### src/rtl/eth_rx_addr_filter.sv
// Receive-side destination MAC filter: holds the first six bytes of each frame, decides
// forward/discard, and replays accepted frames unchanged with a six-byte delay.
module eth_rx_addr_filter #(
    parameter int unsigned COUNT_WIDTH = 16
) (
    input  logic                   clk,
    input  logic                   rst_n,
    input  logic [7:0]             s_axis_tdata,
    input  logic                   s_axis_tvalid,
    input  logic                   s_axis_tlast,
    input  logic                   s_axis_tuser,
    output logic [7:0]             m_axis_tdata,
    output logic                   m_axis_tvalid,
    output logic                   m_axis_tlast,
    output logic                   m_axis_tuser,
    input  logic [47:0]            local_mac,
    input  logic                   promisc,
    input  logic                   accept_bcast,
    input  logic                   accept_mcast,
    output logic [COUNT_WIDTH-1:0] cnt_accepted,
    output logic [COUNT_WIDTH-1:0] cnt_dropped,
    output logic [COUNT_WIDTH-1:0] cnt_runt,
    output logic [COUNT_WIDTH-1:0] cnt_bad,
    output logic [COUNT_WIDTH-1:0] cnt_overrun
);

    typedef enum logic [2:0] {StIdle, StHdr, StPass, StFlush, StDrop} state_e;

    state_e           state_q, state_d;
    logic [5:0][7:0]  hdr_q, hdr_d;
    logic [2:0]       idx_q, idx_d, fcnt_q, fcnt_d;
    logic             uc_q, uc_d, bc_q, bc_d, mc_q, mc_d;
    logic             tuser_q, tuser_d;
    logic             ovr_pend_q, ovr_pend_d, ovr_q, ovr_d;
    logic [7:0]       m_tdata_q, m_tdata_d;
    logic             m_tvalid_q, m_tvalid_d, m_tlast_q, m_tlast_d, m_tuser_q, m_tuser_d;
    logic             inc_acc, inc_drop, inc_runt, inc_bad, inc_ovr;
    logic [COUNT_WIDTH-1:0] acc_q, drop_q, runt_q, bad_q, ovr_cnt_q;

    logic [47:0] mac_sh;
    logic [7:0]  mac_byte;
    logic        first, uc_n, bc_n, mc_n, accept, pend_n;
    logic [47:0] hdr_shift;

    function automatic logic [COUNT_WIDTH-1:0] sat_inc(input logic [COUNT_WIDTH-1:0] v,
                                                      input logic en);
        return (en && (v != '1)) ? v + {{(COUNT_WIDTH-1){1'b0}}, 1'b1} : v;
    endfunction

    always_comb begin
        mac_sh    = local_mac << {idx_q, 3'b000};
        mac_byte  = mac_sh[47:40];
        first     = (state_q == StIdle);
        uc_n      = (first | uc_q) & (s_axis_tdata == mac_byte);
        bc_n      = (first | bc_q) & (s_axis_tdata == 8'hFF);
        mc_n      = first ? s_axis_tdata[0] : mc_q;
        accept    = promisc | uc_n | (accept_bcast & bc_n) | (accept_mcast & mc_n);
        hdr_shift = {s_axis_tdata, hdr_q[5:1]};
        pend_n    = s_axis_tvalid ? ~s_axis_tlast : ovr_pend_q;
    end

    always_comb begin
        state_d    = state_q;
        hdr_d      = hdr_q;
        idx_d      = idx_q;
        fcnt_d     = fcnt_q;
        uc_d       = uc_q;
        bc_d       = bc_q;
        mc_d       = mc_q;
        tuser_d    = tuser_q;
        ovr_pend_d = ovr_pend_q;
        ovr_d      = ovr_q;
        m_tdata_d  = m_tdata_q;
        m_tvalid_d = 1'b0;
        m_tlast_d  = 1'b0;
        m_tuser_d  = 1'b0;
        inc_acc    = 1'b0;
        inc_drop   = 1'b0;
        inc_runt   = 1'b0;
        inc_bad    = 1'b0;
        inc_ovr    = 1'b0;
        unique case (state_q)
            StIdle, StHdr: begin
                if (s_axis_tvalid) begin
                    hdr_d = hdr_shift;
                    uc_d  = uc_n;
                    bc_d  = bc_n;
                    mc_d  = mc_n;
                    if (idx_q == 3'd5) begin
                        idx_d = 3'd0;
                        ovr_d = 1'b0;
                        if (s_axis_tlast) begin
                            if (accept) begin
                                tuser_d = s_axis_tuser;
                                fcnt_d  = 3'd0;
                                state_d = StFlush;
                            end else begin
                                inc_drop = 1'b1;
                                state_d  = StIdle;
                            end
                        end else begin
                            state_d = accept ? StPass : StDrop;
                        end
                    end else if (s_axis_tlast) begin
                        inc_runt = 1'b1;
                        idx_d    = 3'd0;
                        uc_d     = 1'b0;
                        bc_d     = 1'b0;
                        mc_d     = 1'b0;
                        state_d  = StIdle;
                    end else begin
                        idx_d   = idx_q + 3'd1;
                        state_d = StHdr;
                    end
                end
            end
            StPass: begin
                if (s_axis_tvalid) begin
                    m_tvalid_d = 1'b1;
                    m_tdata_d  = hdr_q[0];
                    hdr_d      = hdr_shift;
                    if (s_axis_tlast) begin
                        tuser_d = s_axis_tuser;
                        fcnt_d  = 3'd0;
                        state_d = StFlush;
                    end
                end
            end
            StFlush: begin
                m_tvalid_d = 1'b1;
                m_tdata_d  = hdr_q[0];
                hdr_d      = {8'h00, hdr_q[5:1]};
                fcnt_d     = fcnt_q + 3'd1;
                // A whole frame squeezed into the flush window is lost on the spot.
                if (s_axis_tvalid && s_axis_tlast) inc_ovr = 1'b1;
                ovr_pend_d = pend_n;
                if (fcnt_q == 3'd5) begin
                    m_tlast_d  = 1'b1;
                    m_tuser_d  = tuser_q;
                    inc_acc    = 1'b1;
                    inc_bad    = tuser_q;
                    fcnt_d     = 3'd0;
                    ovr_pend_d = 1'b0;
                    ovr_d      = pend_n;
                    state_d    = pend_n ? StDrop : StIdle;
                end
            end
            StDrop: begin
                if (s_axis_tvalid && s_axis_tlast) begin
                    inc_ovr  = ovr_q;
                    inc_drop = ~ovr_q;
                    ovr_d    = 1'b0;
                    state_d  = StIdle;
                end
            end
            default: state_d = StIdle;
        endcase
    end

    always_ff @(posedge clk or negedge rst_n) begin
        if (!rst_n) begin
            state_q    <= StIdle;
            hdr_q      <= '0;
            idx_q      <= 3'd0;
            fcnt_q     <= 3'd0;
            uc_q       <= 1'b0;
            bc_q       <= 1'b0;
            mc_q       <= 1'b0;
            tuser_q    <= 1'b0;
            ovr_pend_q <= 1'b0;
            ovr_q      <= 1'b0;
            m_tdata_q  <= 8'h00;
            m_tvalid_q <= 1'b0;
            m_tlast_q  <= 1'b0;
            m_tuser_q  <= 1'b0;
            acc_q      <= '0;
            drop_q     <= '0;
            runt_q     <= '0;
            bad_q      <= '0;
            ovr_cnt_q  <= '0;
        end else begin
            state_q    <= state_d;
            hdr_q      <= hdr_d;
            idx_q      <= idx_d;
            fcnt_q     <= fcnt_d;
            uc_q       <= uc_d;
            bc_q       <= bc_d;
            mc_q       <= mc_d;
            tuser_q    <= tuser_d;
            ovr_pend_q <= ovr_pend_d;
            ovr_q      <= ovr_d;
            m_tdata_q  <= m_tdata_d;
            m_tvalid_q <= m_tvalid_d;
            m_tlast_q  <= m_tlast_d;
            m_tuser_q  <= m_tuser_d;
            acc_q      <= sat_inc(acc_q, inc_acc);
            drop_q     <= sat_inc(drop_q, inc_drop);
            runt_q     <= sat_inc(runt_q, inc_runt);
            bad_q      <= sat_inc(bad_q, inc_bad);
            ovr_cnt_q  <= sat_inc(ovr_cnt_q, inc_ovr);
        end
    end

    assign m_axis_tdata  = m_tdata_q;
    assign m_axis_tvalid = m_tvalid_q;
    assign m_axis_tlast  = m_tlast_q;
    assign m_axis_tuser  = m_tuser_q;
    assign cnt_accepted  = acc_q;
    assign cnt_dropped   = drop_q;
    assign cnt_runt      = runt_q;
    assign cnt_bad       = bad_q;
    assign cnt_overrun   = ovr_cnt_q;

endmodule
### config.mk
export PLATFORM = sky130hd
export DESIGN_NAME = eth_rx_addr_filter
export DESIGN_NICKNAME = d
export VERILOG_FILES = /design/src/rtl/eth_rx_addr_filter.sv
export SDC_FILE = /design/constraint.sdc
export NUM_CORES = 1
export LEC_CHECK = 0
export ABC_AREA = 1
export CORE_ASPECT_RATIO = 0.5
export CORE_MARGIN = 5
export CORE_UTILIZATION = 45
export CTS_CLUSTER_DIAMETER = 60
export CTS_CLUSTER_SIZE = 28
export DETAILED_ROUTE_END_ITERATION = 16
export HOLD_SLACK_MARGIN = 0.15
export PLACE_DENSITY_LB_ADDON = 0.2
export SLEW_MARGIN = 20
export SYNTH_ARGS = -nofsm -noshare
export SYNTH_HDL_FRONTEND = slang
export SYNTH_SLANG_ARGS = --single-unit
### constraint.sdc
create_clock -name clk -period 4.6 [get_ports clk]
set_input_delay 0.92 -clock clk [delete_from_list [all_inputs] [get_ports clk]]
set_output_delay 0.92 -clock clk [all_outputs]
set_load 0.02 [all_outputs]
==> impl_metrics.ini <==
[status]
outcome = finished clean

[logic_synthesis]
async_flop_share_pct = 100
dominantRegCellSynth = sky130_fd_sc_hd__dfrtp_1
synth-edff-count = 0
synth.net_count = 1038
synthesis.area_per_instance_um2 = 8.12
cell_variety_after_synth = 39
syn_inst = 967
largest_area_contributor_in_the_synthesized_netlist = sky130_fd_sc_hd__dfrtp_1
ys_top_cells_by_count = 263 x sky130_fd_sc_hd__nand2_1, 154 x sky130_fd_sc_hd__dfrtp_1, 117 x sky130_fd_sc_hd__inv_1
synth_top_cell_area_share_pct = 49.1
synthMostInstantiatedCell = sky130_fd_sc_hd__nand2_1
synth.area.top_cells = sky130_fd_sc_hd__dfrtp_1 49%, sky130_fd_sc_hd__nand2_1 13%, sky130_fd_sc_hd__inv_1 5.6%
seq_area_frac_synth_pct = 49.1
ys.warnings.count = 0
synth.ff_latch_count = 154
netlist_area_mm2 = 0.00785

[die]
core-area_mm2 = 0.0173
die-height_um = 103
fp.dieArea_mm2 = 0.0204
floorplan.io_pins = 155
starting_density_of_the_core_pct = 45.5
die_width_um = 197
placement_rows = 34

[cells_and_area]
num-fill-cells = 1534
fraction_of_layout_instances_using_a_drive_strength_above_1_pct = 6.34
syn_to_final_growth_pct = 30.6
num-nets-final = 1194
insertedDiodeCount = 0

[timing]
worst-slew-pin-transition_ps = 950
timing.final.setup_violations = 0
hold_viol = 0
maxSlewViolCount = 0
final_critical_path_setup_slack_ps = 1470
final_critical_delay_including_setup_and_external_delays_ps = 3130
setup_skew_after_layout_ps = 10.7
relSlewSlack_pct = 36.7
min_period_over_period_pct = 68.0
setup-tns-final_ps = 0
timing.fmax_mhz = 320
grt_setup_unrepaired = no

[worst_setup_path]
end_kind = register
r2r.worst_path.cells = 15
crit_path_start_kind = register
path_class = reg2reg
path_max_fanout = 27
timing.critical_path.arrival_ps = 3420
cp.required_ps = 4890
rrSetupSlack_ps = 1470
reg_to_reg_start = idx_q[0]$_DFFE_PN0P_
r2r-end = cnt_dropped[2]$_DFFE_PN0P_

[clocking]
cts_tree = done
post_cts_resize_count = 0
hold_buf_count_cts = 0
cts_made_buffers = 17
clk_path_buf_depth = 2
clockRootBuffer = sky130_fd_sc_hd__clkbuf_16
clock_sink_count = 154
clk-insertion-delay-late_ps = 410
clk_transition_reported_paths_ps = 60
ctsHtreeMaxLevel = 4
cts_setup_buffers = 0

[worst_hold_path]
worst_hold_path.endpoint = hdr_q[7]$_DFFE_PN0P_
min-delay-path-class = reg2reg
worstHoldPathCells = 2
start_point_of_the_worst_min_delay_path = hdr_q[15]$_DFFE_PN0P_

[placement]
dp_hpwl_um = 13100
port-buffer-count = 154
routabilityCongestion = 0.872
dp_slack_ps = 1400

[pwr]
peakVddDrop_v = 0.000313
power.density_mw_per_mm2 = 468
p_leak_nw = 4.91

[global_routing]
vias_in_the_first_global_route = 6283
antenna_found_initial = 0
grt_util_all_layers_pct = 17.9
grt.overflow.total = 0
grt_first_pass_wirelength_um = 30100
grt_start_max_net_pins = 104

[routing]
via_count = 6626
wirelength_um = 17900
avgViaCountPerCell = 4.84
drt.antenna.violating_nets = 0
wire_per_inst_um = 13.1
drc_errors = 0
dr.pass1.iters = 5
drt_iter0_drc = 296

[run]
maxCapViolCount = 0
kinds of logic after synthesis:
group	synth area share, %
adders and majority gates	1.12
buffers and inverters	7.01
xor gates and xnor gates	8.14
AOI/OAI and AO/OA	7.19
and+or+nand+nor	27.5
DFF	49.1
critical path, stage by stage (launching register included):
cell                       delay [ps]
sky130_fd_sc_hd__dfrtp_1          900
sky130_fd_sc_hd__inv_2            400
sky130_fd_sc_hd__nand2_1          150
sky130_fd_sc_hd__nand2_1           60
sky130_fd_sc_hd__nand2_1           50
sky130_fd_sc_hd__o21ai_1           70
sky130_fd_sc_hd__nand2_1           80
sky130_fd_sc_hd__nand2_1           60
sky130_fd_sc_hd__nand2_1           50
sky130_fd_sc_hd__nand2_1          100
sky130_fd_sc_hd__nand3_2          120
sky130_fd_sc_hd__o21bai_4         100
sky130_fd_sc_hd__o21ai_4          450
sky130_fd_sc_hd__nand2_4          230
sky130_fd_sc_hd__nand2_1          110
sky130_fd_sc_hd__nand2_1           50
flip-flops by register name (all words and copies together) (netlist names), 8 cells and up:
| name | count |
|---|---|
| hdr_q | 48 |
| cnt_accepted | 16 |
| cnt_bad | 16 |
| cnt_dropped | 16 |
| cnt_overrun | 16 |
| cnt_runt | 16 |
| m_axis_tdata | 8 |
layout by cell type, fill, tap and decap left out, types with 3 or more instances in the layout:
cell / Yosys / layout
sky130_fd_sc_hd__inv_8: 0 / 3
sky130_fd_sc_hd__a21oi_1: 25 / 25
sky130_fd_sc_hd__o211ai_1: 6 / 6
sky130_fd_sc_hd__nor2_2: 9 / 9
sky130_fd_sc_hd__bufinv_16: 0 / 3
sky130_fd_sc_hd__nand2_1: 263 / 262
sky130_fd_sc_hd__inv_1: 117 / 117
sky130_fd_sc_hd__nand3b_1: 3 / 3
sky130_fd_sc_hd__nor2_1: 74 / 74
sky130_fd_sc_hd__clkinv_4: 0 / 3
sky130_fd_sc_hd__nand2_2: 5 / 5
sky130_fd_sc_hd__nand2_4: 2 / 3
sky130_fd_sc_hd__xor2_1: 42 / 42
sky130_fd_sc_hd__xnor2_1: 31 / 31
sky130_fd_sc_hd__or2_2: 5 / 5
sky130_fd_sc_hd__clkbuf_16: 0 / 17
sky130_fd_sc_hd__clkdlybuf4s50_1: 0 / 153
sky130_fd_sc_hd__nor4_1: 10 / 10
sky130_fd_sc_hd__nor3_1: 15 / 15
sky130_fd_sc_hd__o21ai_1: 6 / 6
sky130_fd_sc_hd__nand3_1: 78 / 78
sky130_fd_sc_hd__o21a_1: 3 / 3
sky130_fd_sc_hd__inv_6: 0 / 5
sky130_fd_sc_hd__o21ai_0: 53 / 53
sky130_fd_sc_hd__ha_1: 7 / 7
sky130_fd_sc_hd__inv_2: 5 / 5
sky130_fd_sc_hd__nand4_1: 17 / 17
sky130_fd_sc_hd__dfrtp_1: 154 / 154
sky130_fd_sc_hd__buf_4: 1 / 3
sky130_fd_sc_hd__o22ai_1: 3 / 3
power by group:
| part | internal [mW] | switching, mW | leakage (nW) |
|---|---|---|---|
| clock | 0.892 | 0.602 | 0.312 |
| sequential | 1.67 | 0.221 | 2.01 |
| combinational | 0.546 | 0.863 | 2.59 |
| total | 3.11 | 1.69 | 4.91 |
layout make-up:
class	instances	area (um^2)	area share (%)
repair buffers	157	1570	15.3
well taps	234	293	2.85
flip-flops and latches	154	3850	37.6
clock buffers	18	439	4.28
inverters	122	458	4.46
clock inverters	14	194	1.89
multi-input cells	671	3460	33.7
stage by stage:
step / util (%) / hold slack [ps] / cells / power, mW / cell area (um^2)
after CTS: 59.4 / 484 / 1370 / 4.85 / 10300
after floorplan: - / 450 / 967 / 2.85 / 7850
after detailed placement: 55.7 / 468 / 1338 / 3.33 / 9620
after global placement: 55.7 / 464 / 1338 / 3.29 / 9620
after global routing: 59.4 / 504 / 1370 / 5.16 / 10300
final: 59.4 / 476 / 1370 / 4.80 / 10300
metal layers:
layer / up-vias / routed length (um) / share of wire [%] / track usage [%]
met4: 0 / 224 / 1.3 / 5.38
met3: 16 / 795 / 4.4 / 3.62
met1: 3076 / 9080 / 51 / 26.1
li1: 3393 / - / - / -
met5: - / 0 / 0 / 0
met2: 141 / 7790 / 44 / 27.3
how the worst max path moves through the flow:
stage,startpoint,end,slack [ps],depth (start not counted)
final,idx_q[0]$_DFFE_PN0P_,cnt_dropped[2]$_DFFE_PN0P_,1470,15
after CTS,idx_q[0]$_DFFE_PN0P_,cnt_dropped[9]$_DFFE_PN0P_,1440,15
after floorplan,local_mac[15],cnt_dropped[6]$_DFFE_PN0P_,2250,12
after detailed placement,s_axis_tvalid,cnt_runt[11]$_DFFE_PN0P_,1400,11
after global placement,local_mac[33],cnt_dropped[15]$_DFFE_PN0P_,1490,16
after global routing,idx_q[0]$_DFFE_PN0P_,cnt_dropped[9]$_DFFE_PN0P_,1140,15
No activity file was read; power rests on OpenSTA's default activity.
